File: config.mk
export PLATFORM = sky130hd
export DESIGN_NAME = pc_sequencer_flat
export DESIGN_NICKNAME = d
export VERILOG_FILES = /design/src/rtl/lmarv_pkg.sv /design/src/rtl/pc_sequencer_if.sv /design/src/rtl/pc_slice.sv /design/src/rtl/pc_sequencer.sv /design/src/flat_wrapper.sv
export SDC_FILE = /design/constraint.sdc
export NUM_CORES = 1
export LEC_CHECK = 0
export BUFFER_PORTS_ARGS = -buffer_cell sky130_fd_sc_hd__buf_4
export CAP_MARGIN = 20
export CORE_AREA = 2 2 72 91
export CTS_CLUSTER_DIAMETER = 50
export DETAILED_ROUTE_END_ITERATION = 8
export DIE_AREA = 0 0 74 93
export GPL_TIMING_DRIVEN = 0
export SLEW_MARGIN = 20
export SYNTH_ARGS = -nofsm -noshare
export SYNTH_HDL_FRONTEND = slang
export SYNTH_SLANG_ARGS = --single-unit
File: constraint.sdc
create_clock -name cp -period 2.65 [get_ports cp]
set_clock_uncertainty 0.15 [all_clocks]
set_input_delay 0.1325 -clock cp [delete_from_list [all_inputs] [get_ports cp]]
set_output_delay 0.1325 -clock cp [all_outputs]
set_load 0.05 [all_outputs]
File: src/rtl/lmarv_pkg.sv
`default_nettype none
// ============================================================================
//  Module   : lmarv_pkg
//  Brief    : Shared types and constants for the LMARV-1 PC stage.
//  Revision : 1.0  initial release
// ============================================================================
package lmarv_pkg;

    typedef enum logic [1:0] {
        IDLE  = 2'd0,
        FETCH = 2'd1,
        EXEC  = 2'd2
    } pc_state_t;

    localparam int PC_STEP    = 4;
    localparam int SLICE_W    = 4;
    localparam int NUM_SLICES = 8;

    // Word-align an address by dropping the byte-offset bits.
    function automatic logic [31:0] align_word(input logic [31:0] addr);
        return {addr[31:2], 2'b00};
    endfunction

endpackage
`default_nettype wire

File: src/rtl/pc_sequencer_if.sv
`default_nettype none
// ============================================================================
//  Module   : pc_sequencer_if
//  Brief    : Fetch/execute handshake bundle between the PC stage and its peers.
//  Revision : 1.0  initial release
// ============================================================================
interface pc_sequencer_if;
    logic        fetch_valid;
    logic        fetch_ready;
    logic [31:0] pc;
    logic        exec_done;
    logic        branch_taken;
    logic [31:0] branch_target;
    logic        misalign;
    logic        wrapped;

    // master = PC sequencer, slave = fetch/execute side
    modport master (
        output fetch_valid, pc, misalign, wrapped,
        input  fetch_ready, exec_done, branch_taken, branch_target
    );

    modport slave (
        input  fetch_valid, pc, misalign, wrapped,
        output fetch_ready, exec_done, branch_taken, branch_target
    );
endinterface
`default_nettype wire

File: src/rtl/pc_slice.sv
`default_nettype none
// ============================================================================
//  Module   : pc_slice
//  Brief    : 4-bit synchronous counter cell with parallel load and cep/cet
//             enables; STEP=4 holds the two low bits at zero.
//  Revision : 1.0  initial release
// ============================================================================
module pc_slice
    import lmarv_pkg::*;
#(
    parameter int STEP = 1
) (
    input  wire logic               clk,
    input  wire logic               rst,
    input  wire logic [SLICE_W-1:0] rst_val,
    input  wire logic               pe,
    input  wire logic [SLICE_W-1:0] d,
    input  wire logic               cep,
    input  wire logic               cet,
    output logic      [SLICE_W-1:0] q,
    output logic                    tc
);

    // Bits below the step size never toggle; they are forced to zero.
    localparam logic [SLICE_W-1:0] CNT_MASK = ~(SLICE_W'(STEP) - SLICE_W'(1));

    logic [SLICE_W-1:0] q_q;
    logic [SLICE_W-1:0] q_d;

    always_comb begin
        q_d = q_q;
        if (pe) begin
            q_d = d & CNT_MASK;
        end else if (cep && cet) begin
            q_d = (q_q + SLICE_W'(STEP)) & CNT_MASK;
        end
    end

    always_ff @(posedge clk) begin
        if (rst) begin
            q_q <= rst_val & CNT_MASK;
        end else begin
            q_q <= q_d;
        end
    end

    assign q  = q_q;
    assign tc = cet && ((q_q | ~CNT_MASK) == {SLICE_W{1'b1}});

endmodule
`default_nettype wire

File: src/rtl/pc_sequencer.sv
`default_nettype none
// ============================================================================
//  Module   : pc_sequencer
//  Brief    : LMARV-1 program counter: eight cascaded counter slices plus the
//             fetch/execute control FSM, misalign pulse and sticky wrap flag.
//  Revision : 1.0  initial release
// ============================================================================
module pc_sequencer
    import lmarv_pkg::*;
#(
    parameter logic [31:0] RESET_VECTOR = 32'h0000_0000
) (
    input wire logic          cp,
    input wire logic          mr,
    pc_sequencer_if.master    bus
);

    pc_state_t   state_q;
    pc_state_t   state_d;
    logic        misalign_q;
    logic        misalign_d;
    logic        wrapped_q;
    logic        wrapped_d;

    logic        inc_req;
    logic        load_req;
    logic        carry_out;
    logic [31:0] pc_w;
    logic [31:0] load_val;

    assign inc_req  = (state_q == EXEC) && bus.exec_done && !bus.branch_taken;
    assign load_req = (state_q == EXEC) && bus.exec_done &&  bus.branch_taken;
    assign load_val = align_word(bus.branch_target);

    // Each slice's cet is the previous slice's terminal count, so the whole
    // carry settles combinationally inside one cycle.
    for (genvar k = 0; k < NUM_SLICES; k++) begin : g_slice
        logic cet_k;
        logic tc_k;

        if (k == 0) begin : g_head
            assign cet_k = inc_req;
        end else begin : g_link
            assign cet_k = g_slice[k-1].tc_k;
        end

        pc_slice #(
            .STEP (k == 0 ? PC_STEP : 1)
        ) u_slice (
            .clk     (cp),
            .rst     (mr),
            .rst_val (RESET_VECTOR[SLICE_W*k +: SLICE_W]),
            .pe      (load_req),
            .d       (load_val[SLICE_W*k +: SLICE_W]),
            .cep     (1'b1),
            .cet     (cet_k),
            .q       (pc_w[SLICE_W*k +: SLICE_W]),
            .tc      (tc_k)
        );
    end

    assign carry_out = g_slice[NUM_SLICES-1].tc_k;

    always_comb begin
        state_d    = state_q;
        misalign_d = load_req && (bus.branch_target[1:0] != 2'b00);
        wrapped_d  = wrapped_q || carry_out;
        case (state_q)
            IDLE:    state_d = FETCH;
            FETCH:   if (bus.fetch_ready) state_d = EXEC;
            EXEC:    if (bus.exec_done)   state_d = FETCH;
            default: state_d = IDLE;
        endcase
    end

    always_ff @(posedge cp) begin
        if (mr) begin
            state_q    <= IDLE;
            misalign_q <= 1'b0;
            wrapped_q  <= 1'b0;
        end else begin
            state_q    <= state_d;
            misalign_q <= misalign_d;
            wrapped_q  <= wrapped_d;
        end
    end

    assign bus.fetch_valid = (state_q == FETCH);
    assign bus.pc          = pc_w;
    assign bus.misalign    = misalign_q;
    assign bus.wrapped     = wrapped_q;

endmodule
`default_nettype wire

File: src/flat_wrapper.sv
// flat-port wrapper written by rule: the top's interface ports become plain ports
module pc_sequencer_flat import lmarv_pkg::*;
#(
    parameter logic [31:0] RESET_VECTOR = 32'h0000_0000
)
  (cp, mr, bus_fetch_valid, bus_pc, bus_misalign, bus_wrapped, bus_fetch_ready, bus_exec_done, bus_branch_taken, bus_branch_target);
  pc_sequencer_if bus_i ();
  input wire logic cp;
  input wire logic mr;
  output wire logic [$bits(bus_i.fetch_valid)-1:0] bus_fetch_valid;
  output wire logic [$bits(bus_i.pc)-1:0] bus_pc;
  output wire logic [$bits(bus_i.misalign)-1:0] bus_misalign;
  output wire logic [$bits(bus_i.wrapped)-1:0] bus_wrapped;
  input wire logic [$bits(bus_i.fetch_ready)-1:0] bus_fetch_ready;
  input wire logic [$bits(bus_i.exec_done)-1:0] bus_exec_done;
  input wire logic [$bits(bus_i.branch_taken)-1:0] bus_branch_taken;
  input wire logic [$bits(bus_i.branch_target)-1:0] bus_branch_target;
  assign bus_fetch_valid = bus_i.fetch_valid;
  assign bus_pc = bus_i.pc;
  assign bus_misalign = bus_i.misalign;
  assign bus_wrapped = bus_i.wrapped;
  assign bus_i.fetch_ready = bus_fetch_ready;
  assign bus_i.exec_done = bus_exec_done;
  assign bus_i.branch_taken = bus_branch_taken;
  assign bus_i.branch_target = bus_branch_target;
  pc_sequencer #(.RESET_VECTOR(RESET_VECTOR)) u_core (.cp(cp), .mr(mr), .bus(bus_i));
endmodule
==> summary.md <==
| Metric | Value |
|---|---|
| Layout cells sized above 1 | `between 20% and 30%` |
| H-Tree Depth | `2` |
| Reg2Reg Launch Point | `u_core.g_slice[4].u_slice.q[0]$_SDFFE_PP0P_` |
| Post-synthesis cell count | `approximately 230` |
| Chip Width | `approximately 74 um` |
| I/O pins | `72` |
| Gr usage total | `about a fifth` |
| Register area share after synthesis | `35.23%` |
| Final design utilization | `46.96%` |
| Routing usage on met3 | `roughly 4.3%` |
| Starting DRT DRC Count | `approximately 110` |
| RSZ-0062 raised after global routing | `false` |
| First-pass iteration count of the detailed router | `4` |
| Cts bufs inserted | `5` |
| F_max | `407.5 MHz` |
| Distinct cell type count after synthesis | `42` |
| Site Rows | `32` |
| Cell repeated most along the worst path | `or4_1` |
| Cells on worst reg2reg path | `6` |
| Slew @ Worst Pin | `0.8008 ns` |
| Worst path max stage delay | `approximately 0.53 ns` |
| Hold Slack | `-0.001164 ns` |
| Worst R2R End | `u_core.g_slice[7].u_slice.q[0]$_SDFFE_PP0P_` |
| Setup_tns | `0 ns` |
| Failing checks | `hold timing` |
| Residual DRC | `0` |
| Required time worst endpoint | `2.71 ns` |
| Total number of vias | `2158` |
| Power per Cell Area | `between 300 and 400 nW/um^2` |
| Hold path depth | `3` |
| Global-route wire length before repair | `~10000 um` |
| Fin crit share | `92.60%` |
| Critical path peak fanout | `10` |
| Mapped Area | `around 1900 um^2` |
| CP cell instances | `ha_1 -> nand3_2 -> or4_1 -> buf_2 -> or4_1 -> a311oi_1` |
| Cts hold-fix bufs | `20` |
| Syn-to-layout area delta | `46.96%` |
| Post-DP HPWL | `4491 um` |
| Async SR Flop Fraction | `0%` |
| Clock root buffer | `clkbuf_8` |
| Post-synth EDFFs | `0` |
| Detail Route Antenna Nets | `0` |
| Number of global-route vias before repair | `2102` |
| Routing usage on met2 | `32.51%` |
| Final nets | `373` |
| Min Tclk post-route | `between 2 and 2.5 ns` |
| Pin count of the biggest net entering global routing | `11` |
| Max Slew Vio Count | `0` |
| Skew-Pair Late Insertion Delay | `0.29 ns` |
| Critical path type | `reg -> reg` |
| Wire per inst | `approximately 15 um` |
| Global route hottest layer | `met2` |
| Hold Path Sink | `u_core.g_slice[5].u_slice.q[1]$_SDFFE_PP0P_` |
| # fillers | `638` |
| YS warnings | `0` |
| Count of buffers inserted at the top-level ports | `67` |
| Die area | `6882 um^2` |
| Crit start category | `flip-flop` |
| Met1 Use GR | `22.48%` |
| Crit path DAT | `2.51 ns` |
| CP delay by family, top | `simple AND/OR/NAND/NOR gates` |
| Hold path startpoint | `bus_branch_target[21]` |
| Max rail drop VDD | `180.5 uV` |
| Crit path buf inv count | `1` |
| Final setup violation count | `0` |
| Crit. End Element | `flip-flop` |
| Max-cap violations | `0` |
| Die height | `between 90 and 100 um` |
| Ant diodes | `0` |
| Register area | `683.2 um^2` |
| Min-delay worst type | `in -> reg` |
| Final wirelength | `6270 um` |
| Initial antenna violation count | `0` |
| GP Congestion | `0.8405` |
| Critical-path top delay cell | `or4_1` |
| Outcome | `finished, violations left` |
| Final hold vios | `3` |
| Post-Syn Area per Cell | `8.291 um^2` |
| Synthesis-stage register bit count | `34` |
| Core area | `6046 um^2` |
| R2r setup slk | `slightly below 0.2 ns` |
| Clock Path Buffers | `2` |
| Area of the multi-input gates | `1160 um^2` |
| CTS tree | `done` |
| DR vias/cell | `~5.2` |
| Reg clk slew, reported paths | `0.08 ns` |
| CTS Sinks | `34` |
| Static leakage | `1.136 nW` |
| Post-CTS Setup Inserts | `0` |
| Starting Density | `31.95%` |
| Slew headroom | `46.17%` |
| Commonest register cell after synthesis | `dfxtp_1` |
| Remaining global-route overflow | `0` |
| Gates resized, CTS repair | `0` |
[cells by family after synthesis]
group	Yosys count	synth area share [%]
AO/OA/AOI/OAI	53	20.40
XOR/XNOR	6	2.720
adder cells (fa/ha/maj)	8	5.182
buffers and inverters	23	4.922
flip-flops	34	35.23
multiplexers	2	1.036
other	1	0.1941
AND/OR/NAND/NOR	106	30.31
[worst reg2reg max path, stage by stage, from the launching register on]
cell,delay (ns)
dfxtp_2,0.37
ha_1,0.23
nand3_2,0.16
or4_1,0.53
buf_2,0.19
or4_1,0.50
a311oi_1,0.26
[worst max-delay path by stage]
stage,slack (ns),end,start,cells past startpoint
global placement,0.23,u_core.g_slice[7].u_slice.q[0]$_SDFFE_PP0P_,u_core.g_slice[4].u_slice.q[0]$_SDFFE_PP0P_,6
global route,0.02,u_core.g_slice[4].u_slice.q[2]$_SDFFE_PP0P_,u_core.g_slice[0].u_slice.q[2]$_SDFFE_PP0P_,5
detailed placement,0.19,u_core.g_slice[7].u_slice.q[0]$_SDFFE_PP0P_,u_core.g_slice[4].u_slice.q[0]$_SDFFE_PP0P_,6
floorplan,0.008,u_core.g_slice[7].u_slice.q[0]$_SDFFE_PP0P_,u_core.g_slice[5].u_slice.q[0]$_SDFFE_PP0P_,6
finish,0.20,u_core.g_slice[7].u_slice.q[0]$_SDFFE_PP0P_,u_core.g_slice[4].u_slice.q[0]$_SDFFE_PP0P_,6
CTS,0.17,u_core.g_slice[7].u_slice.q[0]$_SDFFE_PP0P_,u_core.g_slice[4].u_slice.q[0]$_SDFFE_PP0P_,6
[Yosys cell counts (all sizes together), types with 7 or more instances]
library cell / count / area share, %
o31ai: 8 / 3.1
clkbuf: 11 / 2.1
nand3: 12 / 3.4
o21ai: 7 / 1.8
a311oi: 15 / 6.8
ha: 8 / 5.2
and3: 7 / 2.3
nor2: 35 / 6.8
nand4: 7 / 2.3
nor4: 9 / 3.2
a211oi: 11 / 4.3
dfxtp: 34 / 35
inv: 7 / 1.4
[cells in the final DEF, fill, tap and decap left out, types with 8 or more instances in the layout]
cell type | netlist | routed
buf_4 | 2 | 69
nand3_1 | 11 | 11
ha_1 | 8 | 8
nor4_1 | 8 | 8
dlygate4sd3_1 | 0 | 20
o31ai_1 | 8 | 8
clkbuf_1 | 11 | 12
a211oi_1 | 11 | 11
dfxtp_1 | 34 | 32
a311oi_1 | 15 | 15
nor2_1 | 35 | 35
[power by group]
group	switching (W)	leakage, nW	total (W)	internal, W
sequential	0.0000121	0.276	0.000533	0.000520
clock	0.000195	0.0482	0.000404	0.000210
combinational	0.0000832	0.812	0.000164	0.0000806
[metrics by stage]
step	setup slack [ns]	instance area (um^2)	instances	hold WS [ns]	power, W
after detailed placement	0.1949	2547	386	0.2617	0.0006842
final	0.1961	2839	414	-0.001164	0.001101
after CTS	0.1750	2839	414	0.0006885	0.001107
after floorplan	0.008314	1938	234	0.1430	0.0006159
after global routing	0.01649	2839	414	0.01568	0.001135
after global placement	0.2327	2547	386	0.2501	0.0006827
[layout make-up]
cell class	instances	share of cell area, %
Tap cell	85	3.746
Sequential cell	34	24.06
Timing Repair Buffer	87	24.77
Inverter	7	0.9255
Multi-Input combinational cell	177	40.85
Clock inverter	1	0.1763
Buffer	16	2.424
Clock buffer	7	3.041
[layer usage]
layer / share of wire, % / wire length (um) / up-vias
li1: - / - / 1086
met1: 44 / 2740 / 1017
met2: 51 / 3183 / 50
met3: 4.4 / 278 / 5
met4: 1.1 / 68 / 0
met5: 0 / 0 / -
[registers in the layout, summed over array words and instances, names as in the netlist]
name and flops:
u_core.bus.misalign 1, u_core.g_slice.u_slice.q 30, u_core.state_q 2, u_core.bus.wrapped 1
Note: power is estimated with default switching activity, not from simulation.
